## config.mk

```make
export PLATFORM = sky130hd
export DESIGN_NAME = dmem_arbiter
export DESIGN_NICKNAME = d
export VERILOG_FILES = /design/src/rtl/dmem_arb_pkg.sv /design/src/rtl/dmem_arb_sat_ctr.sv /design/src/rtl/dmem_arbiter.sv
export SDC_FILE = /design/constraint.sdc
export NUM_CORES = 1
export LEC_CHECK = 0
export BUFFER_PORTS_ARGS = -buffer_cell sky130_fd_sc_hd__buf_2
export CORE_MARGIN = 10
export CORE_UTILIZATION = 41
export CTS_CLUSTER_SIZE = 20
export DETAILED_ROUTE_END_ITERATION = 10
export GPL_TIMING_DRIVEN = 0
export PLACE_DENSITY_LB_ADDON = 0.25
export REMOVE_ABC_BUFFERS = 1
export SYNTH_ARGS = -nofsm -noshare
export SYNTH_HDL_FRONTEND = slang
export SYNTH_SLANG_ARGS = --single-unit
```

## constraint.sdc

```tcl
create_clock -name clk -period 3.2 [get_ports clk]
set_input_delay 0.96 -clock clk [delete_from_list [all_inputs] [get_ports clk]]
set_output_delay 0.96 -clock clk [all_outputs]
set_load 0.02 [all_outputs]
```

## src/rtl/dmem_arb_pkg.sv

```systemverilog
// Shared types and constants for the two-master data-memory arbiter.
package dmem_arb_pkg;
  localparam int CNT_W  = 8;
  localparam int ADDR_W = 32;
  localparam int DATA_W = 32;
  localparam int M0     = 0;
  localparam int M1     = 1;

  typedef enum logic {
    ARB   = 1'b0,
    BURST = 1'b1
  } arb_state_e;
endpackage

```

## src/rtl/dmem_arb_sat_ctr.sv

```systemverilog
// Saturating up-counter with clear, load and a compare against its limit.
module dmem_arb_sat_ctr
  import dmem_arb_pkg::*;
#(
  parameter int unsigned LIMIT = 8
) (
  input  logic             clk,
  input  logic             rst,
  input  logic             clr_i,
  input  logic             ld_i,
  input  logic [CNT_W-1:0] ld_val_i,
  input  logic             inc_i,
  output logic             at_max_o
);
  localparam logic [CNT_W-1:0] LIM = CNT_W'(LIMIT);

  logic [CNT_W-1:0] cnt_q, cnt_d;

  // Clear wins over load, load wins over increment.
  always_comb begin
    cnt_d = cnt_q;
    if (clr_i) begin
      cnt_d = '0;
    end else if (ld_i) begin
      cnt_d = ld_val_i;
    end else if (inc_i && (cnt_q < LIM)) begin
      cnt_d = cnt_q + 1'b1;
    end
  end

  always_ff @(posedge clk) begin
    if (rst) begin
      cnt_q <= '0;
    end else begin
      cnt_q <= cnt_d;
    end
  end

  assign at_max_o = (cnt_q == LIM);
endmodule

```

## src/rtl/dmem_arbiter.sv

```systemverilog
// Two-master single-port data-memory arbiter: fixed m0 priority, starvation
// override for m1, and bounded m1 locked bursts.
module dmem_arbiter
  import dmem_arb_pkg::*;
#(
  parameter int unsigned STARVE_MAX = 8,
  parameter int unsigned BURST_MAX  = 16
) (
  input  logic              clk,
  input  logic              rst,
  input  logic              m0_req_i,
  input  logic              m0_we_i,
  input  logic [ADDR_W-1:0] m0_addr_i,
  input  logic [DATA_W-1:0] m0_data_i,
  output logic              m0_gnt_o,
  output logic              m0_ack_o,
  output logic [DATA_W-1:0] m0_data_o,
  input  logic              m1_req_i,
  input  logic              m1_we_i,
  input  logic [ADDR_W-1:0] m1_addr_i,
  input  logic [DATA_W-1:0] m1_data_i,
  input  logic              m1_lock_i,
  output logic              m1_gnt_o,
  output logic              m1_ack_o,
  output logic [DATA_W-1:0] m1_data_o,
  output logic              mem_we_o,
  output logic [ADDR_W-1:0] mem_addr_o,
  output logic [DATA_W-1:0] mem_data_o,
  input  logic [DATA_W-1:0] mem_data_i,
  output logic              busy_o
);
  // A one-beat burst limit means the granting beat is already the last one.
  localparam bit BURST_OK = (BURST_MAX > 1);

  arb_state_e        state_q, state_d;
  logic [1:0]        gnt;
  logic              starve_max;
  logic              beat_last;
  logic              burst_enter;
  logic              m0_acc, m1_acc;
  logic              m0_ack_q, m1_ack_q;
  logic [DATA_W-1:0] m0_data_q, m1_data_q;

  always_ff @(posedge clk) begin
    if (rst) begin
      state_q <= ARB;
    end else begin
      state_q <= state_d;
    end
  end

  always_comb begin
    gnt         = '0;
    state_d     = state_q;
    burst_enter = 1'b0;
    case (state_q)
      ARB: begin
        if (m1_req_i && starve_max) begin
          gnt[M1] = 1'b1;
        end else if (m0_req_i) begin
          gnt[M0] = 1'b1;
        end else if (m1_req_i) begin
          gnt[M1] = 1'b1;
        end
        if (gnt[M1] && m1_lock_i && BURST_OK) begin
          burst_enter = 1'b1;
          state_d     = BURST;
        end
      end
      BURST: begin
        gnt[M1] = m1_req_i;
        if (!m1_lock_i || !m1_req_i || beat_last) begin
          state_d = ARB;
        end
      end
      default: state_d = ARB;
    endcase
  end

  dmem_arb_sat_ctr #(.LIMIT(STARVE_MAX)) u_starve_ctr (
    .clk      (clk),
    .rst      (rst),
    .clr_i    (gnt[M1] | ~m1_req_i),
    .ld_i     (1'b0),
    .ld_val_i ('0),
    .inc_i    (m1_req_i & ~gnt[M1]),
    .at_max_o (starve_max)
  );

  // Counts accepted burst beats; its flag marks that the next accepted beat
  // is the one that reaches BURST_MAX and forces release.
  dmem_arb_sat_ctr #(.LIMIT(BURST_MAX - 1)) u_beat_ctr (
    .clk      (clk),
    .rst      (rst),
    .clr_i    (state_d == ARB),
    .ld_i     (burst_enter),
    .ld_val_i (CNT_W'(1)),
    .inc_i    ((state_q == BURST) & gnt[M1]),
    .at_max_o (beat_last)
  );

  assign m0_gnt_o   = gnt[M0];
  assign m1_gnt_o   = gnt[M1];
  assign m0_acc     = m0_req_i & gnt[M0];
  assign m1_acc     = m1_req_i & gnt[M1];
  assign mem_addr_o = gnt[M1] ? m1_addr_i : m0_addr_i;
  assign mem_data_o = gnt[M1] ? m1_data_i : m0_data_i;
  assign mem_we_o   = gnt[M1] ? m1_we_i : (gnt[M0] & m0_we_i);
  assign busy_o     = (state_q == BURST);

  always_ff @(posedge clk) begin
    if (rst) begin
      m0_ack_q  <= 1'b0;
      m1_ack_q  <= 1'b0;
      m0_data_q <= '0;
      m1_data_q <= '0;
    end else begin
      m0_ack_q <= m0_acc;
      m1_ack_q <= m1_acc;
      if (m0_acc && !m0_we_i) begin
        m0_data_q <= mem_data_i;
      end
      if (m1_acc && !m1_we_i) begin
        m1_data_q <= mem_data_i;
      end
    end
  end

  assign m0_ack_o  = m0_ack_q;
  assign m1_ack_o  = m1_ack_q;
  assign m0_data_o = m0_data_q;
  assign m1_data_o = m1_data_q;
endmodule
```

==> metrics.txt, run 1 <==
# TYPE chip_impl_metric gauge
chip_impl_info{name="rsz0062_at_grt",value="true"} 1
chip_impl_metric{name="wp_data_arrival",unit="ns"} 2.45
chip_impl_metric{name="num-fill-cells",unit=""} 689
chip_impl_metric{name="clock_skew",unit="ns"} 0.01035
chip_impl_metric{name="regArea",unit="mm²"} 0.001664
chip_impl_metric{name="clock_insertion_delay_worst_skew",unit="ns"} 0.34
chip_impl_metric{name="final.period_utilization",unit="%"} 106.7
chip_impl_metric{name="worst_slew_pin_slew",unit="ns"} 1.300
chip_impl_metric{name="synth-seq-area-share",unit="%"} 41.38
chip_impl_metric{name="cellInternalPower",unit="µW"} 2072
chip_impl_metric{name="dr.first_iter.drc_count",unit=""} 263
chip_impl_metric{name="post-dp-hpwl",unit="µm"} 12650
chip_impl_metric{name="detail_route.drc_violations",unit=""} 0
chip_impl_metric{name="maximum_resistive_drop_on_vdd",unit="µV"} 308.3
chip_impl_metric{name="die_h",unit="µm"} 119.0
chip_impl_metric{name="synthDistinctLibCells",unit=""} 35
chip_impl_info{name="netlist.top_cell.by_area",value="sky130_fd_sc_hd__dfxtp_1"} 1
chip_impl_metric{name="post_synth_top_area_share",unit="%"} 41.38
chip_impl_metric{name="clock_tree.htree_level_count",unit=""} 3
chip_impl_metric{name="post-place-ws",unit="ns"} -1.013
chip_impl_info{name="startpoint_type",value="primary input"} 1
chip_impl_info{name="cell_types_with_the_largest_area_share_after_synthesis",value="sky130_fd_sc_hd__dfxtp_1 (41%), sky130_fd_sc_hd__mux2_2 (18%), sky130_fd_sc_hd__mux2i_1 (8.5%)"} 1
chip_impl_metric{name="fraction_of_power_consumed_by_combinational_cells",unit="%"} 29.5
chip_impl_metric{name="final_period_demand_of_the_worst_path",unit="ns"} 3.413
chip_impl_metric{name="nets",unit=""} 885
chip_impl_metric{name="drt-total-wl",unit="µm"} 19190
chip_impl_metric{name="globalRouteOverflowTotal",unit=""} 0
chip_impl_metric{name="final_setup_viols",unit=""} 65
chip_impl_info{name="cts.root.buffer_cell",value="sky130_fd_sc_hd__clkbuf_8"} 1
chip_impl_info{name="run_status",value="finished with violations"} 1
chip_impl_metric{name="antenna_found_initial",unit=""} 3
chip_impl_metric{name="report.final.slew_viol_count",unit=""} 0
chip_impl_metric{name="routability_congestion_estimate",unit=""} 0.8755
chip_impl_metric{name="synth.cell_area",unit="mm²"} 0.004015
chip_impl_metric{name="avgSynthCellArea",unit="µm²"} 9.963
chip_impl_metric{name="rows",unit=""} 36
chip_impl_metric{name="finalHoldViolations",unit=""} 0
chip_impl_metric{name="core_region_area",unit="mm²"} 0.009639
chip_impl_metric{name="via_count",unit=""} 4392
chip_impl_metric{name="max-slew-margin-rel",unit="%"} 13.36
chip_impl_metric{name="fmax",unit="MHz"} 293.0
chip_impl_metric{name="detailedRoute.firstPassIterationCount",unit=""} 5
chip_impl_info{name="violations",value="setup timing"} 1
chip_impl_metric{name="first_global_vias",unit=""} 4362
chip_impl_metric{name="ys_ff_latch",unit=""} 83
chip_impl_metric{name="cts.clk_slew.worst_paths",unit="ns"} 0.08
chip_impl_metric{name="r2r_slack",unit="ns"} 0.71
chip_impl_metric{name="viasPerCell",unit=""} 5.137
chip_impl_metric{name="cts_sinks",unit=""} 83
chip_impl_metric{name="area_growth",unit="%"} 74.20
chip_impl_metric{name="die_w",unit="µm"} 119.0
chip_impl_metric{name="synth_cells",unit=""} 403
chip_impl_metric{name="max_cap_violations",unit=""} 0
chip_impl_info{name="hold_path.class",value="flop to flop"} 1
chip_impl_metric{name="timing.critical_path.fanout_max",unit=""} 8
chip_impl_metric{name="cts_inserted_buffers",unit=""} 9
chip_impl_info{name="timing.setup.critical_path_class",value="primary input to output pin"} 1
chip_impl_metric{name="drt.antenna.violating_nets",unit=""} 0
chip_impl_metric{name="p_leak",unit="µW"} 0.003550
chip_impl_metric{name="initial_utilization",unit="%"} 41.65
chip_impl_metric{name="io_pins",unit=""} 301
chip_impl_metric{name="floorplan.die_area",unit="mm²"} 0.01415
chip_impl_metric{name="grt_resource_usage_total",unit="%"} 22.58
chip_impl_metric{name="worstPathRequired",unit="ns"} 2.24
chip_impl_metric{name="drive_above_1_share",unit="%"} 58.61
chip_impl_metric{name="power.switching_fraction",unit="%"} 28.08
chip_impl_metric{name="powerDensity",unit="mW/mm²"} 411.9
chip_impl_metric{name="setup-tns-final",unit="ns"} -10.48
chip_impl_metric{name="maximum_number_of_pins_on_one_net_before_global_route_repair",unit=""} 73
chip_impl_metric{name="ctsLongestPathBuffers",unit=""} 2
chip_impl_metric{name="seq_power_share",unit="%"} 37.7
chip_impl_metric{name="grt_pass1_wl",unit="µm"} 25740
chip_impl_info{name="cts_tree",value="built"} 1
chip_impl_metric{name="portBuffers",unit=""} 300
chip_impl_metric{name="synth.yosys.warnings",unit=""} 0
chip_impl_info{name="critical_path.endpoint_type",value="output pin"} 1
chip_impl_metric{name="clock_network_fraction_of_total_power",unit="%"} 32.8
chip_impl_metric{name="final_critical_path_setup_slack",unit="ns"} -0.2130
chip_impl_metric{name="p_switching",unit="µW"} 808.9
chip_impl_metric{name="footprint_of_the_multi_input_gates",unit="mm²"} 0.002436
chip_impl_metric{name="mean_routed_wirelength_per_cell",unit="µm"} 22.44
## final timing paths
check / start / endpoint / cells past startpoint
max reg2reg: u_starve_ctr.cnt_q[1] / m0_data_o[1] / 9
min: u_beat_ctr.cnt_q[4] / u_beat_ctr.cnt_q[4] / 1
min reg2reg: u_beat_ctr.cnt_q[4] / u_beat_ctr.cnt_q[4] / 1
max: m1_req_i / mem_data_o[18] / 8
## critical path: stages
cell and delay [ns]:
sky130_fd_sc_hd__buf_8 0.09, sky130_fd_sc_hd__and4b_2 0.24, sky130_fd_sc_hd__a22oi_2 0.20, sky130_fd_sc_hd__buf_6 0.16
sky130_fd_sc_hd__buf_12 0.16, sky130_fd_sc_hd__clkbuf_16 0.17, sky130_fd_sc_hd__mux2_4 0.32, sky130_fd_sc_hd__buf_6 0.14
## power by group through the flow
stage	logic, µW	registers (µW)	clock network (µW)
finish	850	1090	944
global route	893	1090	1010
CTS	746	1090	971
detailed placement	608	1110	0
global placement	591	1110	0
floorplan	274	1150	0
## synth_stat cells
| cell | n |
|---|---|
| sky130_fd_sc_hd__nor3_1 | 3 |
| sky130_fd_sc_hd__nand3_1 | 2 |
| sky130_fd_sc_hd__nor4_1 | 1 |
| sky130_fd_sc_hd__nand2b_1 | 1 |
| sky130_fd_sc_hd__xor2_1 | 1 |
| sky130_fd_sc_hd__a21oi_1 | 35 |
| sky130_fd_sc_hd__mux2_2 | 64 |
| sky130_fd_sc_hd__buf_6 | 3 |
| sky130_fd_sc_hd__xnor2_1 | 2 |
| sky130_fd_sc_hd__ha_1 | 3 |
| sky130_fd_sc_hd__a22o_1 | 1 |
| sky130_fd_sc_hd__and3_1 | 3 |
| sky130_fd_sc_hd__and4b_1 | 2 |
| sky130_fd_sc_hd__or4_1 | 1 |
| sky130_fd_sc_hd__or2_2 | 1 |
| sky130_fd_sc_hd__mux2i_1 | 34 |
| sky130_fd_sc_hd__buf_2 | 6 |
| sky130_fd_sc_hd__o21ai_0 | 34 |
| sky130_fd_sc_hd__or4b_1 | 1 |
| sky130_fd_sc_hd__nand2_1 | 1 |
| sky130_fd_sc_hd__a211oi_2 | 1 |
| sky130_fd_sc_hd__inv_1 | 3 |
| sky130_fd_sc_hd__and2_1 | 9 |
| sky130_fd_sc_hd__a31oi_1 | 1 |
| sky130_fd_sc_hd__buf_4 | 3 |
| sky130_fd_sc_hd__nor2b_1 | 3 |
| sky130_fd_sc_hd__dfxtp_1 | 83 |
| sky130_fd_sc_hd__a22oi_2 | 1 |
| sky130_fd_sc_hd__nor4b_1 | 1 |
| sky130_fd_sc_hd__clkbuf_1 | 21 |
| sky130_fd_sc_hd__nor2_1 | 43 |
| sky130_fd_sc_hd__or3b_1 | 32 |
| sky130_fd_sc_hd__nor4_4 | 1 |
| sky130_fd_sc_hd__a41oi_1 | 1 |
| sky130_fd_sc_hd__nand3b_1 | 1 |
## placed cells by master (no fill, tap or decap), types with 2 or more instances in the layout
cell                        synthesis  layout
sky130_fd_sc_hd__buf_2              6     234
sky130_fd_sc_hd__dfxtp_1           83      81
sky130_fd_sc_hd__buf_6              3      68
sky130_fd_sc_hd__mux2_4             0      64
sky130_fd_sc_hd__nor2_1            43      43
sky130_fd_sc_hd__a21oi_1           35      35
sky130_fd_sc_hd__mux2i_1           34      34
sky130_fd_sc_hd__o21ai_0           34      34
sky130_fd_sc_hd__or3b_1            32      32
sky130_fd_sc_hd__buf_4              3      12
sky130_fd_sc_hd__clkbuf_8           0      11
sky130_fd_sc_hd__and2_1             9       9
sky130_fd_sc_hd__buf_12             0       6
sky130_fd_sc_hd__buf_16             0       4
sky130_fd_sc_hd__clkbuf_16          0       4
sky130_fd_sc_hd__buf_8              0       4
sky130_fd_sc_hd__nor2b_1            3       3
sky130_fd_sc_hd__and3_1             3       3
sky130_fd_sc_hd__nor3_1             3       3
sky130_fd_sc_hd__ha_1               3       3
sky130_fd_sc_hd__bufinv_16          0       3
sky130_fd_sc_hd__diode_2            0       2
sky130_fd_sc_hd__inv_1              3       2
sky130_fd_sc_hd__nand3_1            2       2
sky130_fd_sc_hd__xnor2_1            2       2
sky130_fd_sc_hd__dfxtp_2            0       2
## metal layers
layer	part of all wire (%)	global-route usage (%)	wire, µm	vias to the layer above
li1	-	-	-	2067
met1	38	26.19	7363	2073
met5	0.042	0	8	-
met4	1.6	3.435	310	2
met2	49	37.48	9410	227
met3	11	11.20	2096	23
## per-stage QoR
stage / utilization (%) / instance area [µm²] / power, µW / std cells / hold WS [ns]
after global routing: 72.51 / 6989 / 2998 / 853 / 0.4966
after global placement: 57.24 / 5518 / 1700 / 803 / 0.4323
after detailed placement: 58.54 / 5643 / 1718 / 810 / 0.4405
after CTS: 68.06 / 6560 / 2803 / 844 / 0.4692
after floorplan: - / 3850 / 1429 / 370 / 0.4205
final: 72.56 / 6994 / 2881 / 855 / 0.4665
## kinds of logic after synthesis
family | after synthesis | share of synthesized area, %
AO/OA/AOI/OAI | 74 | 9.816
XOR/XNOR | 3 | 0.6545
adder cells (fa/ha/maj) | 3 | 0.9350
buffers and inverters | 36 | 4.394
flip-flops | 83 | 41.38
multiplexers | 98 | 26.43
AND/OR/NAND/NOR | 106 | 16.39
## sequential cells by signal, indices dropped and copies added (netlist names)
| register | count |
|---|---|
| m0_data_o | 32 |
| busy_o | 1 |
| m1_data_o | 32 |
| u_starve_ctr.cnt_q | 8 |
| m0_ack_o | 1 |
| m1_ack_o | 1 |
| u_beat_ctr.cnt_q | 8 |
## cell type report
cell class                      count  share of cell area, %
Antenna cell                        2                0.07156
Clock buffer                       11                  2.165
Clock inverter                      5                  1.538
Inverter                            3                 0.1968
Multi-Input combinational cell    285                  34.83
Sequential cell                    83                  23.79
Tap cell                          133                  2.379
Timing Repair Buffer              333                  35.03
## timing repair
action                     in CTS  in global routing
setup endpoints to repair      66                 65
pin swaps                       2                  3
gates resized for setup       129                 98
gates cloned                    6                  4
hold buffers                    0                  0
buffers inserted               13                  9
No activity file was read; power rests on OpenSTA's default activity.
==> inputs of run 2 (changes only) <==
Settings changed: CORE_AREA set to 2 2 118 120, CORE_MARGIN 10 to not set, CORE_UTILIZATION 41 to not set, DIE_AREA set to 0 0 120 122.
==> metrics.txt, run 2 (same netlist as run 1, synthesis figures left out) <==
# TYPE chip_impl_metric gauge
chip_impl_info{name="run_status",value="finished with violations"} 1
chip_impl_info{name="violations",value="setup timing"} 1
chip_impl_info{name="rsz0062_at_grt",value="true"} 1
chip_impl_metric{name="maximum_resistive_drop_on_vdd",unit="µV"} 388.4
chip_impl_info{name="crit_slowest_cell",value="sky130_fd_sc_hd__mux2_2"} 1
chip_impl_metric{name="seq_power_share",unit="%"} 36.4
chip_impl_metric{name="p_switching",unit="µW"} 850.1
chip_impl_metric{name="worst_slew_pin_slew",unit="ns"} 1.323
chip_impl_metric{name="via_count",unit=""} 4334
chip_impl_metric{name="worstPathRequired",unit="ns"} 2.24
chip_impl_metric{name="portBuffers",unit=""} 300
chip_impl_metric{name="detail_route.drc_violations",unit=""} 0
chip_impl_metric{name="fraction_of_power_consumed_by_combinational_cells",unit="%"} 28.1
chip_impl_info{name="timing.setup.critical_path_class",value="primary input to output pin"} 1
chip_impl_metric{name="floorplan.die_area",unit="mm²"} 0.01464
chip_impl_metric{name="max_cap_violations",unit=""} 0
chip_impl_metric{name="final.period_utilization",unit="%"} 108.7
chip_impl_info{name="startpoint_type",value="primary input"} 1
chip_impl_info{name="rr_endpoint",value="m0_data_o[9]"} 1
chip_impl_metric{name="rows",unit=""} 43
chip_impl_info{name="crit_chain",value="buf_8 -> and4b_2 -> a22oi_2 -> clkbuf_16 -> buf_12 -> clkbuf_16 -> mux2_2 -> buf_6"} 1
chip_impl_metric{name="power.switching_fraction",unit="%"} 28.47
chip_impl_info{name="most_common_cell_after_layout_fill_and_taps_aside",value="sky130_fd_sc_hd__buf_2"} 1
chip_impl_metric{name="clock_skew",unit="ns"} 0.005662
chip_impl_metric{name="detail_route.wirelength.met1",unit="µm"} 6551
chip_impl_metric{name="p_leak",unit="µW"} 0.003560
chip_impl_metric{name="holdBufCountCts",unit=""} 0
chip_impl_metric{name="detailroute.wirelength.met2",unit="µm"} 8237
chip_impl_info{name="mostFrequentLayoutCells",value="sky130_fd_sc_hd__buf_2 (235), sky130_fd_sc_hd__dfxtp_1 (83), sky130_fd_sc_hd__buf_6 (65), sky130_fd_sc_hd__mux2_4 (60), sky130_fd_sc_hd__nor2_1 (43)"} 1
chip_impl_metric{name="core_region_area",unit="mm²"} 0.01350
chip_impl_metric{name="final_period_demand_of_the_worst_path",unit="ns"} 3.479
chip_impl_info{name="cpLargestDelayFamily",value="buffers and inverters"} 1
chip_impl_metric{name="clock_network_fraction_of_total_power",unit="%"} 35.5
chip_impl_metric{name="wl_met3",unit="µm"} 1684
chip_impl_metric{name="first_global_vias",unit=""} 4112
chip_impl_metric{name="powerDensity",unit="mW/mm²"} 421.5
chip_impl_metric{name="final_critical_path_setup_slack",unit="ns"} -0.2793
chip_impl_metric{name="timing.critical_path.fanout_max",unit=""} 5
chip_impl_metric{name="report.final.slew_viol_count",unit=""} 0
chip_impl_metric{name="die_w",unit="µm"} 120
chip_impl_metric{name="num-fill-cells",unit=""} 1226
chip_impl_metric{name="drt-total-wl",unit="µm"} 16750
chip_impl_metric{name="grt_pass1_wl",unit="µm"} 22980
chip_impl_metric{name="maximum_number_of_pins_on_one_net_before_global_route_repair",unit=""} 73
chip_impl_info{name="cts_tree",value="built"} 1
chip_impl_info{name="timing.hold.worst_endpoint",value="u_beat_ctr.cnt_q[4]"} 1
chip_impl_metric{name="finalHoldViolations",unit=""} 0
chip_impl_info{name="timing.critical_path.mode_cell",value="sky130_fd_sc_hd__clkbuf_16"} 1
chip_impl_metric{name="grt_resource_usage_total",unit="%"} 20.70
chip_impl_metric{name="timing.hold.worst_path_depth",unit=""} 1
chip_impl_info{name="hold_path.class",value="flop to flop"} 1
chip_impl_info{name="critical_path.endpoint_type",value="output pin"} 1
chip_impl_metric{name="post-place-ws",unit="ns"} -1.281
chip_impl_info{name="cts.root.buffer_cell",value="sky130_fd_sc_hd__clkbuf_16"} 1
chip_impl_metric{name="cellInternalPower",unit="µW"} 2136
chip_impl_metric{name="io_pins",unit=""} 301
chip_impl_metric{name="detailedRoute.firstPassIterationCount",unit=""} 4
chip_impl_metric{name="viasPerCell",unit=""} 4.816
chip_impl_info{name="top_signal_layer_used",value="met5"} 1
chip_impl_metric{name="drt.antenna.violating_nets",unit=""} 0
chip_impl_metric{name="die_h",unit="µm"} 122
chip_impl_metric{name="max-slew-margin-rel",unit="%"} 11.77
chip_impl_metric{name="clock_tree.htree_level_count",unit=""} 3
chip_impl_info{name="reg2reg_from",value="u_starve_ctr.cnt_q[0]"} 1
chip_impl_metric{name="antenna_found_initial",unit=""} 4
chip_impl_metric{name="timing.critical_path.buf_inv",unit=""} 5
chip_impl_metric{name="clock_insertion_delay_worst_skew",unit="ns"} 0.35
chip_impl_metric{name="initial_utilization",unit="%"} 29.73
chip_impl_metric{name="critical-path-max-stage-delay",unit="ns"} 0.34
chip_impl_metric{name="ctsLongestPathBuffers",unit=""} 2
chip_impl_info{name="hp-start",value="u_beat_ctr.cnt_q[4]"} 1
chip_impl_metric{name="nets",unit=""} 882
chip_impl_metric{name="setup-tns-final",unit="ns"} -15.53
chip_impl_metric{name="cts_inserted_buffers",unit=""} 9
chip_impl_metric{name="r2r_slack",unit="ns"} 0.71
chip_impl_metric{name="cts_sinks",unit=""} 83
chip_impl_metric{name="cts.clk_slew.worst_paths",unit="ns"} 0.06
chip_impl_metric{name="logic_depth_of_the_worst_register_to_register_path",unit=""} 8
chip_impl_metric{name="area_growth",unit="%"} 76.44
chip_impl_metric{name="fmax",unit="MHz"} 287.4
chip_impl_metric{name="mean_routed_wirelength_per_cell",unit="µm"} 18.62
chip_impl_metric{name="wp_data_arrival",unit="ns"} 2.52
chip_impl_metric{name="dr.first_iter.drc_count",unit=""} 247
chip_impl_metric{name="drive_above_1_share",unit="%"} 58.16
chip_impl_metric{name="final_setup_viols",unit=""} 64
chip_impl_metric{name="post-dp-hpwl",unit="µm"} 11290
chip_impl_metric{name="globalRouteOverflowTotal",unit=""} 0
chip_impl_metric{name="routability_congestion_estimate",unit=""} 0.7747
[run 2: cell count changes in the layout (fill, tap and decap cells not counted), moves of 3 or more]
| cell | change |
|---|---|
| sky130_fd_sc_hd__buf_16 | -3 |
| sky130_fd_sc_hd__buf_4 | -4 |
| sky130_fd_sc_hd__buf_6 | -3 |
| sky130_fd_sc_hd__clkbuf_16 | +10 |
| sky130_fd_sc_hd__clkbuf_8 | -10 |
| sky130_fd_sc_hd__mux2_2 | +4 |
| sky130_fd_sc_hd__mux2_4 | -4 |
[run 2: final cells by class]
type                            count  area [µm²]  share of cell area [%]
Timing Repair Buffer              330        2454                   34.63
Multi-Input combinational cell    285        2421                   34.18
Sequential cell                    83        1662                   23.45
Clock buffer                       10       239.0                   3.373
Tap cell                          180       225.2                   3.179
Clock inverter                      6       65.06                  0.9184
Inverter                            3       11.26                  0.1590
Antenna cell                        3       7.507                  0.1060
[run 2: metrics by stage]
| step | cell area, µm² | hold slack, ns | power [µW] | util, % | cells |
|---|---|---|---|---|---|
| detailed placement | 5714 | 0.4409 | 1718 | 42.31 | 857 |
| CTS | 6784 | 0.4598 | 2946 | 50.24 | 895 |
| global placement | 5577 | 0.4324 | 1701 | 41.30 | 850 |
| global route | 7082 | 0.4846 | 3111 | 52.44 | 899 |
| finish | 7084 | 0.4543 | 2986 | 52.46 | 900 |
| floorplan | 3850 | 0.4205 | 1429 | - | 370 |
[run 2: how the worst max path moves through the flow]
stage,from,to,slack (ns),cells past startpoint
5_1_grt,m1_req_i,mem_data_o[22],-0.32,8
3_5_place_dp,m1_req_i,mem_data_o[16],-1.28,8
6_report,m1_req_i,mem_data_o[10],-0.28,8
2_1_floorplan,m1_req_i,mem_we_o,-2.93,4
3_3_place_gp,m1_req_i,mem_data_o[16],-4.04,5
4_1_cts,m1_req_i,mem_addr_o[3],-0.33,9
[run 2: metal layers]
metal / vias up / GRT usage (%)
met4: 2 / 7.206
li1: 2072 / -
met5: - / 0
met2: 201 / 33.27
met1: 2038 / 24.39
met3: 21 / 9.504
[run 2: what timing repair did]
action	4_1_cts	5_1_grt
setup buffers	16	1
gates resized for setup	127	84
cloned	7	5
pin swaps	2	1
setup endpoints to repair	66	65
[run 2: power groups by stage]
stage                     combinational, µW  clock (µW)  sequential, µW
after floorplan                         274           0            1150
after global placement                  592           0            1110
after detailed placement                608           0            1110
after CTS                               766        1090            1090
after global routing                    880        1140            1090
final                                   838        1060            1090
